File: src/rtl/keypad_scanner_pkg.sv
// Shared keypad/FND definitions: debouncer state encoding, per-frame scan
// result encoding and the active-low one-hot column/digit drive patterns.
package keypad_scanner_pkg;

  typedef enum logic [1:0] {
    ST_IDLE      = 2'd0,
    ST_PRESS_DEB = 2'd1,
    ST_HELD      = 2'd2,
    ST_REL_DEB   = 2'd3
  } deb_state_t;

  typedef enum logic [1:0] {
    FR_NONE   = 2'd0,
    FR_SINGLE = 2'd1,
    FR_MULTI  = 2'd2
  } frame_result_t;

  // Active-low one-hot drive patterns, identical to the FND digit select.
  localparam logic [3:0] COL0_N = 4'b1110;
  localparam logic [3:0] COL1_N = 4'b1101;
  localparam logic [3:0] COL2_N = 4'b1011;
  localparam logic [3:0] COL3_N = 4'b0111;

  function automatic logic [3:0] col_drive_n(input logic [1:0] idx);
    logic [3:0] pat;
    case (idx)
      2'd0:    pat = COL0_N;
      2'd1:    pat = COL1_N;
      2'd2:    pat = COL2_N;
      default: pat = COL3_N;
    endcase
    return pat;
  endfunction

endpackage

File: src/rtl/keypad_debouncer.sv
// Frame-level press/release debouncer. Consumes one scan result per frame
// and turns it into a held key code, a one-cycle press strobe and a level.
//
// Frame interface: i_frame_done is a single-cycle strobe with no back-pressure;
// i_frame_result and i_frame_code are meaningful only in the cycle where
// i_frame_done is high and are ignored otherwise.
module keypad_debouncer
  import keypad_scanner_pkg::*;
#(
  parameter int DEBOUNCE_SCANS = 3
) (
  input  logic       i_clk,
  input  logic       i_rst,
  input  logic       i_frame_done,
  input  logic [1:0] i_frame_result,
  input  logic [3:0] i_frame_code,
  output logic [3:0] o_key_code,
  output logic       o_key_valid,
  output logic       o_key_pressed,
  output logic [1:0] o_state
);

  localparam int CNT_W = (DEBOUNCE_SCANS < 2) ? 1 : $clog2(DEBOUNCE_SCANS + 1);
  localparam logic [CNT_W-1:0] DEB_TARGET = CNT_W'(DEBOUNCE_SCANS);
  localparam logic [CNT_W-1:0] CNT_ONE    = CNT_W'(1);

  deb_state_t       r_state;
  deb_state_t       w_next_state;
  logic [3:0]       r_cand;
  logic [3:0]       w_next_cand;
  logic [CNT_W-1:0] r_cnt;
  logic [CNT_W-1:0] w_next_cnt;
  logic [CNT_W-1:0] w_cnt_inc;
  logic             w_accept;
  logic             w_release;
  logic [3:0]       r_key_code;
  logic             r_key_valid;
  logic             r_key_pressed;

  assign w_cnt_inc = r_cnt + CNT_ONE;

  // Next-state logic; decisions are taken only on the frame-end strobe.
  always_comb begin
    w_next_state = r_state;
    w_next_cand  = r_cand;
    w_next_cnt   = r_cnt;
    w_accept     = 1'b0;
    w_release    = 1'b0;
    if (i_frame_done) begin
      case (r_state)
        ST_IDLE: begin
          if (i_frame_result == FR_SINGLE) begin
            w_next_cand = i_frame_code;
            if (CNT_ONE >= DEB_TARGET) begin
              w_accept     = 1'b1;
              w_next_state = ST_HELD;
              w_next_cnt   = '0;
            end else begin
              w_next_state = ST_PRESS_DEB;
              w_next_cnt   = CNT_ONE;
            end
          end
        end
        ST_PRESS_DEB: begin
          if (i_frame_result == FR_SINGLE) begin
            if (i_frame_code == r_cand) begin
              if (w_cnt_inc >= DEB_TARGET) begin
                w_accept     = 1'b1;
                w_next_state = ST_HELD;
                w_next_cnt   = '0;
              end else begin
                w_next_cnt = w_cnt_inc;
              end
            end else begin
              // A different single key restarts the count on the new key.
              w_next_cand = i_frame_code;
              w_next_cnt  = CNT_ONE;
            end
          end else begin
            w_next_state = ST_IDLE;
            w_next_cnt   = '0;
          end
        end
        ST_HELD: begin
          // Any key activity keeps the hold; there is no rollover.
          if (i_frame_result == FR_NONE) begin
            if (CNT_ONE >= DEB_TARGET) begin
              w_release    = 1'b1;
              w_next_state = ST_IDLE;
              w_next_cnt   = '0;
            end else begin
              w_next_state = ST_REL_DEB;
              w_next_cnt   = CNT_ONE;
            end
          end
        end
        ST_REL_DEB: begin
          if (i_frame_result == FR_NONE) begin
            if (w_cnt_inc >= DEB_TARGET) begin
              w_release    = 1'b1;
              w_next_state = ST_IDLE;
              w_next_cnt   = '0;
            end else begin
              w_next_cnt = w_cnt_inc;
            end
          end else begin
            w_next_state = ST_HELD;
            w_next_cnt   = '0;
          end
        end
        default: begin
          w_next_state = ST_IDLE;
          w_next_cnt   = '0;
        end
      endcase
    end
  end

  // State, candidate and debounce counter registers.
  always_ff @(posedge i_clk or posedge i_rst) begin
    if (i_rst) begin
      r_state <= ST_IDLE;
      r_cand  <= 4'd0;
      r_cnt   <= '0;
    end else begin
      r_state <= w_next_state;
      r_cand  <= w_next_cand;
      r_cnt   <= w_next_cnt;
    end
  end

  // Output registers: code latched only on accept, strobe lasts one cycle.
  always_ff @(posedge i_clk or posedge i_rst) begin
    if (i_rst) begin
      r_key_code    <= 4'd0;
      r_key_valid   <= 1'b0;
      r_key_pressed <= 1'b0;
    end else begin
      r_key_valid <= w_accept;
      if (w_accept) begin
        r_key_code    <= w_next_cand;
        r_key_pressed <= 1'b1;
      end else if (w_release) begin
        r_key_pressed <= 1'b0;
      end
    end
  end

  assign o_key_code    = r_key_code;
  assign o_key_valid   = r_key_valid;
  assign o_key_pressed = r_key_pressed;
  assign o_state       = r_state;

endmodule

File: src/rtl/keypad_scanner.sv
// 4x4 matrix keypad scanner: drives one active-low column per slot, samples
// synchronized active-low rows at the end of each slot, folds the four
// samples of a frame into NONE/SINGLE/MULTI and hands that to the debouncer.
module keypad_scanner
  import keypad_scanner_pkg::*;
#(
  parameter int CLK_FREQ       = 1_000,
  parameter int SCAN_HZ        = 50,
  parameter int DEBOUNCE_SCANS = 3
) (
  input  logic       clk,
  input  logic       rst,
  input  logic [3:0] row_n,
  output logic [3:0] col_n,
  output logic [3:0] key_code,
  output logic       key_valid,
  output logic       key_pressed
);

  localparam int COL_CNT = CLK_FREQ / (SCAN_HZ * 4);
  localparam int SLOT_W  = (COL_CNT <= 2) ? 1 : $clog2(COL_CNT);
  localparam logic [SLOT_W-1:0] SLOT_LAST = SLOT_W'(COL_CNT - 1);

  // The two synchronizer flops must settle inside one column slot.
  if (COL_CNT < 3) begin : g_bad_col_cnt
    $error("keypad_scanner: COL_CNT = CLK_FREQ/(SCAN_HZ*4) must be >= 3");
  end
  if (DEBOUNCE_SCANS < 1) begin : g_bad_debounce
    $error("keypad_scanner: DEBOUNCE_SCANS must be >= 1");
  end

  logic [3:0]        r_sync1;
  logic [3:0]        r_sync2;
  logic [SLOT_W-1:0] r_slot;
  logic [1:0]        r_col_idx;
  logic [3:0]        r_col_n;
  logic [1:0]        r_hits;
  logic [3:0]        r_first;

  logic              w_sample;
  logic              w_frame_done;
  logic [3:0]        w_row_low;
  logic              w_any;
  logic              w_two;
  logic [1:0]        w_col_hits;
  logic [1:0]        w_first_row;
  logic [2:0]        w_sum;
  logic [1:0]        w_hits_total;
  logic [3:0]        w_first_code;
  frame_result_t     w_frame_result;
  logic [1:0]        w_deb_state;

  assign w_sample     = (r_slot == SLOT_LAST);
  assign w_frame_done = w_sample && (r_col_idx == 2'd3);
  assign w_row_low    = ~r_sync2;
  assign w_any        = |w_row_low;
  assign w_two        = (w_row_low & (w_row_low - 4'd1)) != 4'd0;
  assign w_col_hits   = w_two ? 2'd2 : (w_any ? 2'd1 : 2'd0);
  assign col_n        = r_col_n;

  // Two-flop synchronizer for the asynchronous row inputs.
  always_ff @(posedge clk or posedge rst) begin
    if (rst) begin
      r_sync1 <= 4'b1111;
      r_sync2 <= 4'b1111;
    end else begin
      r_sync1 <= row_n;
      r_sync2 <= r_sync1;
    end
  end

  // Slot counter and column rotation; col_n is registered to stay glitch-free.
  always_ff @(posedge clk or posedge rst) begin
    if (rst) begin
      r_slot    <= '0;
      r_col_idx <= 2'd0;
      r_col_n   <= COL0_N;
    end else if (w_sample) begin
      r_slot    <= '0;
      r_col_idx <= r_col_idx + 2'd1;
      r_col_n   <= col_drive_n(r_col_idx + 2'd1);
    end else begin
      r_slot <= r_slot + SLOT_W'(1);
    end
  end

  // Lowest low row of the current sample, and the frame totals including it.
  always_comb begin
    w_first_row = 2'd0;
    if (w_row_low[0])      w_first_row = 2'd0;
    else if (w_row_low[1]) w_first_row = 2'd1;
    else if (w_row_low[2]) w_first_row = 2'd2;
    else if (w_row_low[3]) w_first_row = 2'd3;
    w_sum        = {1'b0, r_hits} + {1'b0, w_col_hits};
    w_hits_total = (w_sum >= 3'd2) ? 2'd2 : w_sum[1:0];
    w_first_code = r_first;
    if ((r_hits == 2'd0) && w_any) begin
      w_first_code = {r_col_idx, w_first_row};
    end
    w_frame_result = FR_NONE;
    if (w_hits_total == 2'd1)      w_frame_result = FR_SINGLE;
    else if (w_hits_total >= 2'd2) w_frame_result = FR_MULTI;
  end

  // Frame accumulator; cleared on the column-3 sample that closes the frame.
  always_ff @(posedge clk or posedge rst) begin
    if (rst) begin
      r_hits  <= 2'd0;
      r_first <= 4'd0;
    end else if (w_sample) begin
      if (r_col_idx == 2'd3) begin
        r_hits  <= 2'd0;
        r_first <= 4'd0;
      end else begin
        r_hits  <= w_hits_total;
        r_first <= w_first_code;
      end
    end
  end

  keypad_debouncer #(
    .DEBOUNCE_SCANS(DEBOUNCE_SCANS)
  ) u_debouncer (
    .i_clk         (clk),
    .i_rst         (rst),
    .i_frame_done  (w_frame_done),
    .i_frame_result(w_frame_result),
    .i_frame_code  (w_first_code),
    .o_key_code    (key_code),
    .o_key_valid   (key_valid),
    .o_key_pressed (key_pressed),
    .o_state       (w_deb_state)
  );

  // The pressed level is exactly the HELD/REL_DEB part of the state space.
  a_pressed_matches_state : assert property (@(posedge clk) disable iff (rst)
    key_pressed == ((w_deb_state == ST_HELD) || (w_deb_state == ST_REL_DEB)));

endmodule
File: config.mk
export PLATFORM = sky130hd
export DESIGN_NAME = keypad_scanner
export DESIGN_NICKNAME = d
export VERILOG_FILES = /design/src/rtl/keypad_scanner_pkg.sv /design/src/rtl/keypad_debouncer.sv /design/src/rtl/keypad_scanner.sv
export SDC_FILE = /design/constraint.sdc
export NUM_CORES = 1
export LEC_CHECK = 0
export BUFFER_PORTS_ARGS = -buffer_cell sky130_fd_sc_hd__buf_2
export CORE_MARGIN = 8
export CORE_UTILIZATION = 55
export CTS_BUF_LIST = sky130_fd_sc_hd__clkbuf_4
export DETAILED_ROUTE_END_ITERATION = 8
export PLACE_DENSITY = 0.73
export SETUP_SLACK_MARGIN = 0.2
export SYNTH_ARGS = -nofsm -noshare
export SYNTH_HDL_FRONTEND = slang
export SYNTH_SLANG_ARGS = --single-unit
File: constraint.sdc
create_clock -name clk -period 5.79 [get_ports clk]
set_input_delay 1.158 -clock clk [delete_from_list [all_inputs] [get_ports clk]]
set_output_delay 1.158 -clock clk [all_outputs]
set_load 0.005 [all_outputs]
* After elaboration in Yosys (flattened, before gate mapping) *
Index checks and enable logic that the tools add are counted.

word-level totals
  output and inout port bits = 10
  word-level logic and storage cells = 92
  register bits after elaboration = 37
  input bits = 6

operators by class
  magnitude comparators = 3
  add/subtract/negate cells = 5
  multiplexer cells = 43
  reduce and logical (&&, ||, !) cells = 11
  equal/unequal tests = 15
  bitwise gates (word level) = 2

operator list
  operator                                                                 number
  2-bit two-way mux                                                        21
  4-bit two-way mux                                                        6
  2-bit case mux with 4 select lines                                       2
  4-bit case mux with 3 select lines                                       1
  1-bit two-way mux                                                        11
  2-bit by 1-bit == test with 1-bit output, second input constant          4
  2-bit == test, second input constant                                     4
  2-bit logical NOT                                                        4
  4-bit case mux with 2 select lines                                       1
  3-bit inequality test, second input constant                             2
  6-bit AND reduction                                                      1
  2-bit by 1-bit adder with 2-bit output, second input constant            2
  4-bit bitwise AND                                                        1
  4-bit == test                                                            1
  2-bit >= comparator, second input constant                               2
  2-bit by 1-bit inequality test with 1-bit output, second input constant  2
  4-bit inverter                                                           1
  4-bit nonzero test                                                       1
  4-bit OR reduction                                                       1
  4-bit by 1-bit subtractor with 4-bit output, second input constant       1
  2-bit by 2-bit adder with 3-bit output                                   1
  3-bit by 1-bit adder with 3-bit output, second input constant            1
  3-bit == test, second input constant                                     1
  3-bit by 2-bit >= comparator with 1-bit output, second input constant    1
  other kinds (5)                                                          6

* Longest topological paths before layout *
Gate-level depths: netlist of the first run.

  depth in word-level cells = 17
  mapped depth = 13
  gate-level depth less buffers = 12

* Modules after synthesis *
A second synthesis of the first run with hierarchy kept.

second synthesis, totals
  cells, all modules = 163
  area, all modules = 1836.8 µm²

by module, submodules not included
  module            cells each  area each (µm²)  instances  sequential area each (µm²)
  keypad_scanner    97          1112.3           1          589.3
  keypad_debouncer  66          724.4            1          350.3

* Worst setup path after synthesis of the first run *
Ideal clock, no wire load.

  path kind = reg-to-reg
  from = reg r_sync2[0]
  to = reg u_debouncer.r_key_code[0] (netlist: u_debouncer.o_key_code[0])
  setup time = 125 ps
  slack = 2647 ps
  cell stages (with the launch flop) = 14
  data required time = 5665 ps
  clock period less this slack = 3143 ps
  path buffers = 1
  arrival time = 3018 ps
  cells stage by stage = dfstp_2 -> clkbuf_1 -> xnor2_1 -> a21oi_1 -> nand2_1 -> o21ai_0 -> ha_1 -> inv_1 -> fa_1 -> nand2_1 -> nor2_1 -> nand4bb_1 -> a2111oi_4 -> mux2_2

on the way
  word-level cells in the longest chain between the ends = 15
  elaborated cells between the ends (all ways) = 28
  classes of those cells = add/sub (2); order compare (2); eq/ne (3); mux (16); bitwise (2); reduce/logical (3)

ends and longest elaborated chain
  what                                                                     RTL line                                        RTL
  from (decl)                                                              keypad_scanner.sv:33                            logic [3:0] r_sync2;
  from (signal assigned)                                                   keypad_scanner.sv:68                            r_sync2 <= r_sync1;
  4-bit inverter *                                                         keypad_scanner.sv:55                            assign w_row_low = ~r_sync2;
  4-bit by 1-bit subtractor with 4-bit output                              keypad_scanner.sv:57                            assign w_two = (w_row_low & (w_row_low - 4'd1)) != 4'd0;
  4-bit bitwise AND                                                        keypad_scanner.sv:57
  4-bit nonzero test                                                       keypad_scanner.sv:57
  2-bit two-way mux                                                        keypad_scanner.sv:58                            assign w_col_hits = w_two ? 2'd2 : (w_any ? 2'd1 : 2'd0);
  2-bit by 2-bit adder with 3-bit output                                   keypad_scanner.sv:94                            w_sum = {1'b0, r_hits} + {1'b0, w_col_hits};
  3-bit by 2-bit >= comparator with 1-bit output                           keypad_scanner.sv:95                            w_hits_total = (w_sum >= 3'd2) ? 2'd2 : w_sum[1:0];
  2-bit two-way mux                                                        keypad_scanner.sv:95
  2-bit >= comparator                                                      keypad_scanner.sv:102                           else if (w_hits_total >= 2'd2) w_frame_result = FR_MULTI;
  2-bit two-way mux                                                        keypad_scanner.sv:102
  2-bit two-way mux                                                        keypad_scanner.sv:101                           if (w_hits_total == 2'd1) w_frame_result = FR_SINGLE;
  2-bit by 1-bit == test with 1-bit output                                 keypad_debouncer.sv:52, keypad_debouncer.sv:65
  4-bit two-way mux (tied with other cells)                                keypad_debouncer.sv:65                          if (i_frame_result == FR_SINGLE) begin
  4-bit case mux with 2 select lines or 1-bit two-way mux (tied branches)  keypad_debouncer.sv:50                          case (r_state)
  4-bit two-way mux or 1-bit two-way mux (tied branches)                   keypad_debouncer.sv:49                          if (i_frame_done) begin
  to (signal assigned)                                                     keypad_debouncer.sv:141                         r_key_code <= w_next_cand;
  to (decl)                                                                keypad_debouncer.sv:36                          logic [3:0] r_key_code;

Mark *: on every way between the ends. The rest lies on a longest branch, timed or not.
A chain may end at the register's enable or synchronous reset.

* Worst setup path after layout of the first run *
  from = reg r_sync2[0]
  to = reg u_debouncer.r_key_code[3] (netlist: u_debouncer.o_key_code[3])

The elaborated chain is that of the path after synthesis.

==> results of run 1 <==
-- worst paths after layout --
path                                             end  cells past startpoint       start
min reg2reg                               r_sync2[1]                      0  r_sync1[1]
min                                       r_sync2[1]                      0  r_sync1[1]
max                        u_debouncer.o_key_code[3]                     12  r_sync2[0]
max in group asynchronous                 r_sync2[3]                      3         rst
min in group asynchronous                  r_hits[0]                      3         rst
max reg2reg                u_debouncer.o_key_code[3]                     12  r_sync2[0]
-- layer usage --
layer | wire, um | share of wire [%] | GRT usage, % | vias up
li1 | - | - | - | 668
met1 | 1700 | 48 | 18.7 | 672
met2 | 1680 | 47 | 21.2 | 25
met3 | 136 | 3.8 | 4.79 | 7
met4 | 50 | 1.4 | 4.57 | 0
met5 | 0 | 0 | 0 | -
-- cells in the final DEF (no fill, tap or decap), types with 7 or more instances in the layout --
| master | Yosys | routed |
|---|---|---|
| mux2_2 | 7 | 7 |
| a21oi_1 | 7 | 7 |
| clkbuf_4 | 0 | 7 |
| inv_1 | 11 | 11 |
| nand2_1 | 19 | 19 |
| nor2b_1 | 7 | 7 |
| buf_2 | 1 | 15 |
| dfstp_2 | 11 | 11 |
| o21ai_0 | 13 | 13 |
| dfrtp_1 | 26 | 26 |
| ha_1 | 7 | 7 |
-- per-stage QoR --
stage               hold slack, ns  total power, mW  worst slack [ns]  utilization [%]
finish                       0.362            0.519              2.52             61.7
global route                 0.370            0.549              2.30             61.7
CTS                          0.363            0.524              2.52             61.7
detailed placement           0.348            0.389              2.52             60.0
global placement             0.350            0.383              2.64             60.0
floorplan                    0.345            0.368              2.65                -
-- flip-flops by register name, indices dropped and copies added, names as in the netlist --
signal	count
col_n	4
u_debouncer.o_key_code	4
r_sync2	4
r_slot	3
r_col_idx	2
r_first	4
u_debouncer.r_cnt	2
u_debouncer.r_cand	4
r_hits	2
u_debouncer.o_state	2
u_debouncer.o_key_valid	1
u_debouncer.o_key_pressed	1
r_sync1	4
-- cell type report --
class | count | area [um^2]
Fill cell | 299 | 1280
Sequential cell | 37 | 940
Multi-Input combinational cell | 123 | 881
Timing Repair Buffer | 16 | 82.6
Tap cell | 46 | 57.6
Clock buffer | 7 | 52.6
Inverter | 11 | 41.3
Clock inverter | 1 | 3.75
-- report_power, final --
part           internal [mW]  switching (mW)
sequential             0.277          0.0187
combinational         0.0396          0.0494
clock                 0.0561          0.0777
total                  0.373           0.146
-- cells by family after synthesis --
logic type      count (synthesis)
buf+inv                        18
flops                          37
mux                            10
simple gates                   58
compound gates                 43
fa+ha+maj                       9
xor+xnor                        3
==> flow_summary_export.csv, run 1 <==
group,metric,value,unit
clock_tree,clkSinkCount,37,
sta,max-slew-margin-rel,59.4,%
setup_path,cp.required,6.01,ns
synth,ys_top_cells_by_count,"dfrtp_1, nand2_1, o21ai_0, dfstp_2, inv_1",
clock_tree,cts_tree,"built",
synth,netlist_instances,178,
setup_path,cp-end-kind,"register",
sta,finalMaxSlewViolations,0,
min_path,hp-class,"register to register",
sta,period_minus_slack,3.27,ns
die,row_count,21,
synth,synth.top_cell.area_share,34.3,%
synth,synth_edf_count,0,
setup_path,r2r_slack,2.52,ns
global_routing,grt_pass1_vias,1318,
setup_path,crit_path_max_fanout,8,
clock_tree,htree_levels,2,
finish,area_growth,8.51,%
finish,drive_gt1_share,26.2,%
synth,synth_top_cell_by_area,"dfrtp_1",
global_routing,grt_pass1_wl,6.08,mm
status,outcome,"complete, no violations",
route,firstDrtPassIters,4,
finish,layout.nets,208,
place,gp_congestion,0.831,
setup_path,cp_top_family,"compound AO/OA/AOI/OAI gates",
route,avgViaCountPerCell,5.69,
synth,yosysMostFrequentCell,"dfrtp_1",
setup_path,cp_slowest_cell,"dfstp_2",
sta,setup_tns,0,ns
global_routing,grt_max_degree,38,
route,final_antenna_net_count,0,
synth,synthAdderAreaFrac,6.20,%
clock_tree,post-cts-setup-buffers,0,
place,dp.cells,233,
clock_tree,clk_latency,0.33,ns
synth,synth_cell_type_count,50,
global_routing,antenna_found_initial,0,
synth,synth.mux.area_fraction,6.00,%
clock_tree,cts_buffers,5,
sta,clock_skew,0.0134,ns
sta,rsz0062_at_grt,"false",
route,wirelength,3.57,mm
sta,worstMarginPinSlew,0.607,ns
synth,ys_warn_count,0,
setup_path,critPathKind,"register to register",
clock_tree,cts-root-buf,"clkbuf_4",
clock_tree,ctsResizeCount,0,
die,die_width,74.7,um
setup_path,slowest_delay,0.62,ns
finish,finalNonFillerCells,241,
clock_tree,clock_path_buffers,2,
synth,synth_fp_nets,192,
place,dp_hpwl,2.68,mm
sta,period_share,56.5,%
sta,hold_viol,0,
global_routing,grt_use_total,14.2,%
die,die_y,74.7,um
sta,final-setup-viol-count,0,
place,numPortBuffers,15,
power,p_per_area,252,nW/um^2
finish,design_area,2060,um^2
route,drc,0,
synth,synth.avg_cell_area,10.7,um^2
synth,synthArstFlopShare,100,%
synth,synth_top_family_by_area,"simple AND/OR/NAND/NOR gates",
die,coreArea,3340,um^2
synth,syn_area,1900,um^2
route,via_count,1372,
power,peakVddDrop,0.232,mV
sta,fmax,0.306,GHz
die,initial_core_util,56.8,%
setup_path,worst_setup_path_start_kind,"register",
route,drt_iter0_markers,116,
synth,synth_ff_type,"dfrtp_1",
setup_path,worst-path-buf-inv,1,
global_routing,overflow,0,
setup_path,path_cells,"xnor2_1 > a21oi_1 > nand2_1 > o21ai_0 > ha_1 > inv_1 > fa_1 > nand2_1 > nor2_1 > nand4bb_1 > a2111oi_4 > mux2_2",
synth,synth_simple_gate_area_share,16.5,%
place,placed_area,2000,um^2
synth,synth-seq-cells,37,
synth,synth_compound_area_share,16.4,%
job,maxCapViolations,0,
synth,synthXorXnorAreaFrac,1.39,%
synth,synth_area_leaders,"dfrtp_1, dfstp_2, ha_1",
setup_path,path_common_cell,"nand2_1",
power,leakagePower,0.903,nW
route,post_drt_wl_per_cell,14.8,um
die,fp.dieArea,5580,um^2
clock_tree,ctsHoldBuffers,0,
finish,n_antenna_cell,0,
die,pin_count,16,
setup_path,cp.arrival,3.49,ns
clock_tree,path_clk_slew,0.10,ns
synth,seq_area_frac_synth,49.5,%
No activity file was read; power rests on OpenSTA's default activity.
==> inputs of run 2 (changes only) <==
PLACE_DENSITY = 0.76   (was 0.73)
clock period = 2.78 ns   (was 5.79 ns; I/O delays follow)
==> flow_summary_export.csv, run 2 (same netlist as run 1, synthesis figures left out) <==
group,metric,value,unit
route,post_drt_wl_per_cell,16.7,um
global_routing,grt_max_degree,38,
global_routing,overflow,0,
place,dp_hpwl,2.93,mm
route,final_antenna_net_count,0,
clock_tree,cts_tree,"built",
power,combinationalPowerShare,20.7,%
finish,finalNonFillerCells,253,
setup_path,crit_start,"r_sync2[0]",
setup_path,worst_r2r_path_depth,13,
die,die_width,74.7,um
sta,period_share,102,%
power,peakVddDrop,0.363,mV
die,pin_count,16,
route,via_count,1486,
power,p_int,803,uW
setup_path,critPathKind,"register to register",
route,drc,0,
global_routing,grt_pass1_wl,6.87,mm
global_routing,grt_pass1_vias,1494,
sta,fmax,0.351,GHz
setup_path,cp.required,3.01,ns
min_path,hp-class,"primary input to asynchronous set/reset pin",
status,violations,"negative setup slack",
power,p_switching,351,uW
power,totalPowerFinal,1.15,mW
clock_tree,cts_buffers,5,
place,numPortBuffers,15,
finish,fillCellCount,258,
die,initial_core_util,56.8,%
route,firstDrtPassIters,4,
power,p_clk_share,25.5,%
setup_path,rr_endpoint,"u_debouncer.o_key_code[1]",
setup_path,cp-end-kind,"register",
setup_path,cp.arrival,3.08,ns
clock_tree,clock_path_buffers,2,
clock_tree,cts-root-buf,"clkbuf_4",
power,leakagePower,0.975,nW
die,coreArea,3340,um^2
sta,worstMarginPinSlew,0.657,ns
route,drt_iter0_markers,143,
finish,drive_gt1_share,37.2,%
finish,n_antenna_cell,0,
clock_tree,clk_latency,0.35,ns
power,p_per_area,515,nW/um^2
place,dp.cells,240,
finish,most-common-layout-cells,"dfrtp_1, nand2_1, buf_2, buf_4",
clock_tree,clkSinkCount,37,
global_routing,grt_use_total,16.3,%
sta,max-slew-margin-rel,55.8,%
setup_path,r2r-start,"r_sync2[0]",
global_routing,antenna_found_initial,0,
status,outcome,"complete, but fails checks",
sta,layout_setup_ws,-0.0690,ns
die,fp.dieArea,5580,um^2
place,gp_congestion,0.827,
sta,clock_skew,0.0141,ns
sta,holdWs,0.288,ns
setup_path,crit_path_max_fanout,4,
finish,area_growth,18.3,%
route,avgViaCountPerCell,5.87,
sta,period_minus_slack,2.85,ns
route,wirelength,4.22,mm
sta,hold_viol,0,
die,row_count,21,
power,swShare,30.4,%
sta,finalMaxSlewViolations,0,
clock_tree,path_clk_slew,0.12,ns
finish,layout.nets,220,
setup_path,worst_setup_path_start_kind,"register",
sta,rsz0062_at_grt,"true",
setup_path,r2r_slack,-0.07,ns
die,die_y,74.7,um
job,maxCapViolations,0,
sta,final-setup-viol-count,4,
power,p_seq_share,53.8,%
finish,final_common_cell,"dfrtp_1",
clock_tree,htree_levels,2,
finish,fin_util,67.2,%
-- run 2: worst max path at each step --
| stage | to | slack, ns | cells after the start |
|---|---|---|---|
| 4_1_cts | u_debouncer.o_key_code[1] | -0.11 | 13 |
| 5_1_grt | u_debouncer.o_key_code[1] | -0.24 | 13 |
| 3_5_place_dp | u_debouncer.o_key_code[1] | -0.10 | 12 |
| 2_1_floorplan | u_debouncer.o_key_code[0] | -0.04 | 13 |
| 6_report | u_debouncer.o_key_code[1] | -0.07 | 13 |
| 3_3_place_gp | u_debouncer.o_key_code[1] | 0.04 | 12 |
-- run 2: power by group through the flow --
stage	Combinational, mW	Sequential, mW	Clock (mW)
2_1_floorplan	0.160	0.611	0
3_3_place_gp	0.191	0.619	0
3_5_place_dp	0.200	0.625	0
4_1_cts	0.212	0.618	0.301
5_1_grt	0.260	0.627	0.327
6_report	0.238	0.621	0.295
-- run 2: final cells by class --
class / count / area (um^2) / area share, %
clock inverters: 1 / 7.51 / 0.335
flip-flops and latches: 37 / 940 / 41.9
clock buffers: 7 / 52.6 / 2.34
repair buffers: 28 / 176 / 7.86
well taps: 46 / 57.6 / 2.57
inverters: 11 / 41.3 / 1.84
multi-input cells: 123 / 968 / 43.2
-- run 2: worst max-delay path, cell delays in order (launching register included) --
cell and delay, ns:
dfstp_2 0.57, xnor2_1 0.08, a21oi_1 0.14, nand2_1 0.06, o21ai_0 0.07, ha_1 0.16, inv_1 0.05, fa_1 0.53
nand2_2 0.09, nor2_4 0.13, nand4bb_4 0.14, a2111oi_4 0.20, buf_4 0.19, mux2_2 0.34
-- run 2: what timing repair did --
item	in CTS	in global routing
hold buffers	0	0
setup endpoints to repair	8	12
gates resized for setup	8	13
pin swaps	2	2
buffers inserted	3	2
-- run 2: per-layer routing --
metal / wire length [um] / GRT usage, %
met1: 1670 / 17.5
met2: 2170 / 27.5
met3: 323 / 6.79
met4: 65 / 7.17
met5: 0 / 0
-- run 2: per-stage QoR --
| stage | setup TNS [ns] | setup WS (ns) | cell area [um^2] |
|---|---|---|---|
| 5_1_grt | -0.992 | -0.244 | 2240 |
| 2_1_floorplan | -0.150 | -0.0375 | 1910 |
| 6_report | -0.210 | -0.0690 | 2240 |
| 4_1_cts | -0.356 | -0.107 | 2160 |
| 3_5_place_dp | -0.368 | -0.101 | 2060 |
| 3_3_place_gp | 0 | 0.0375 | 2060 |
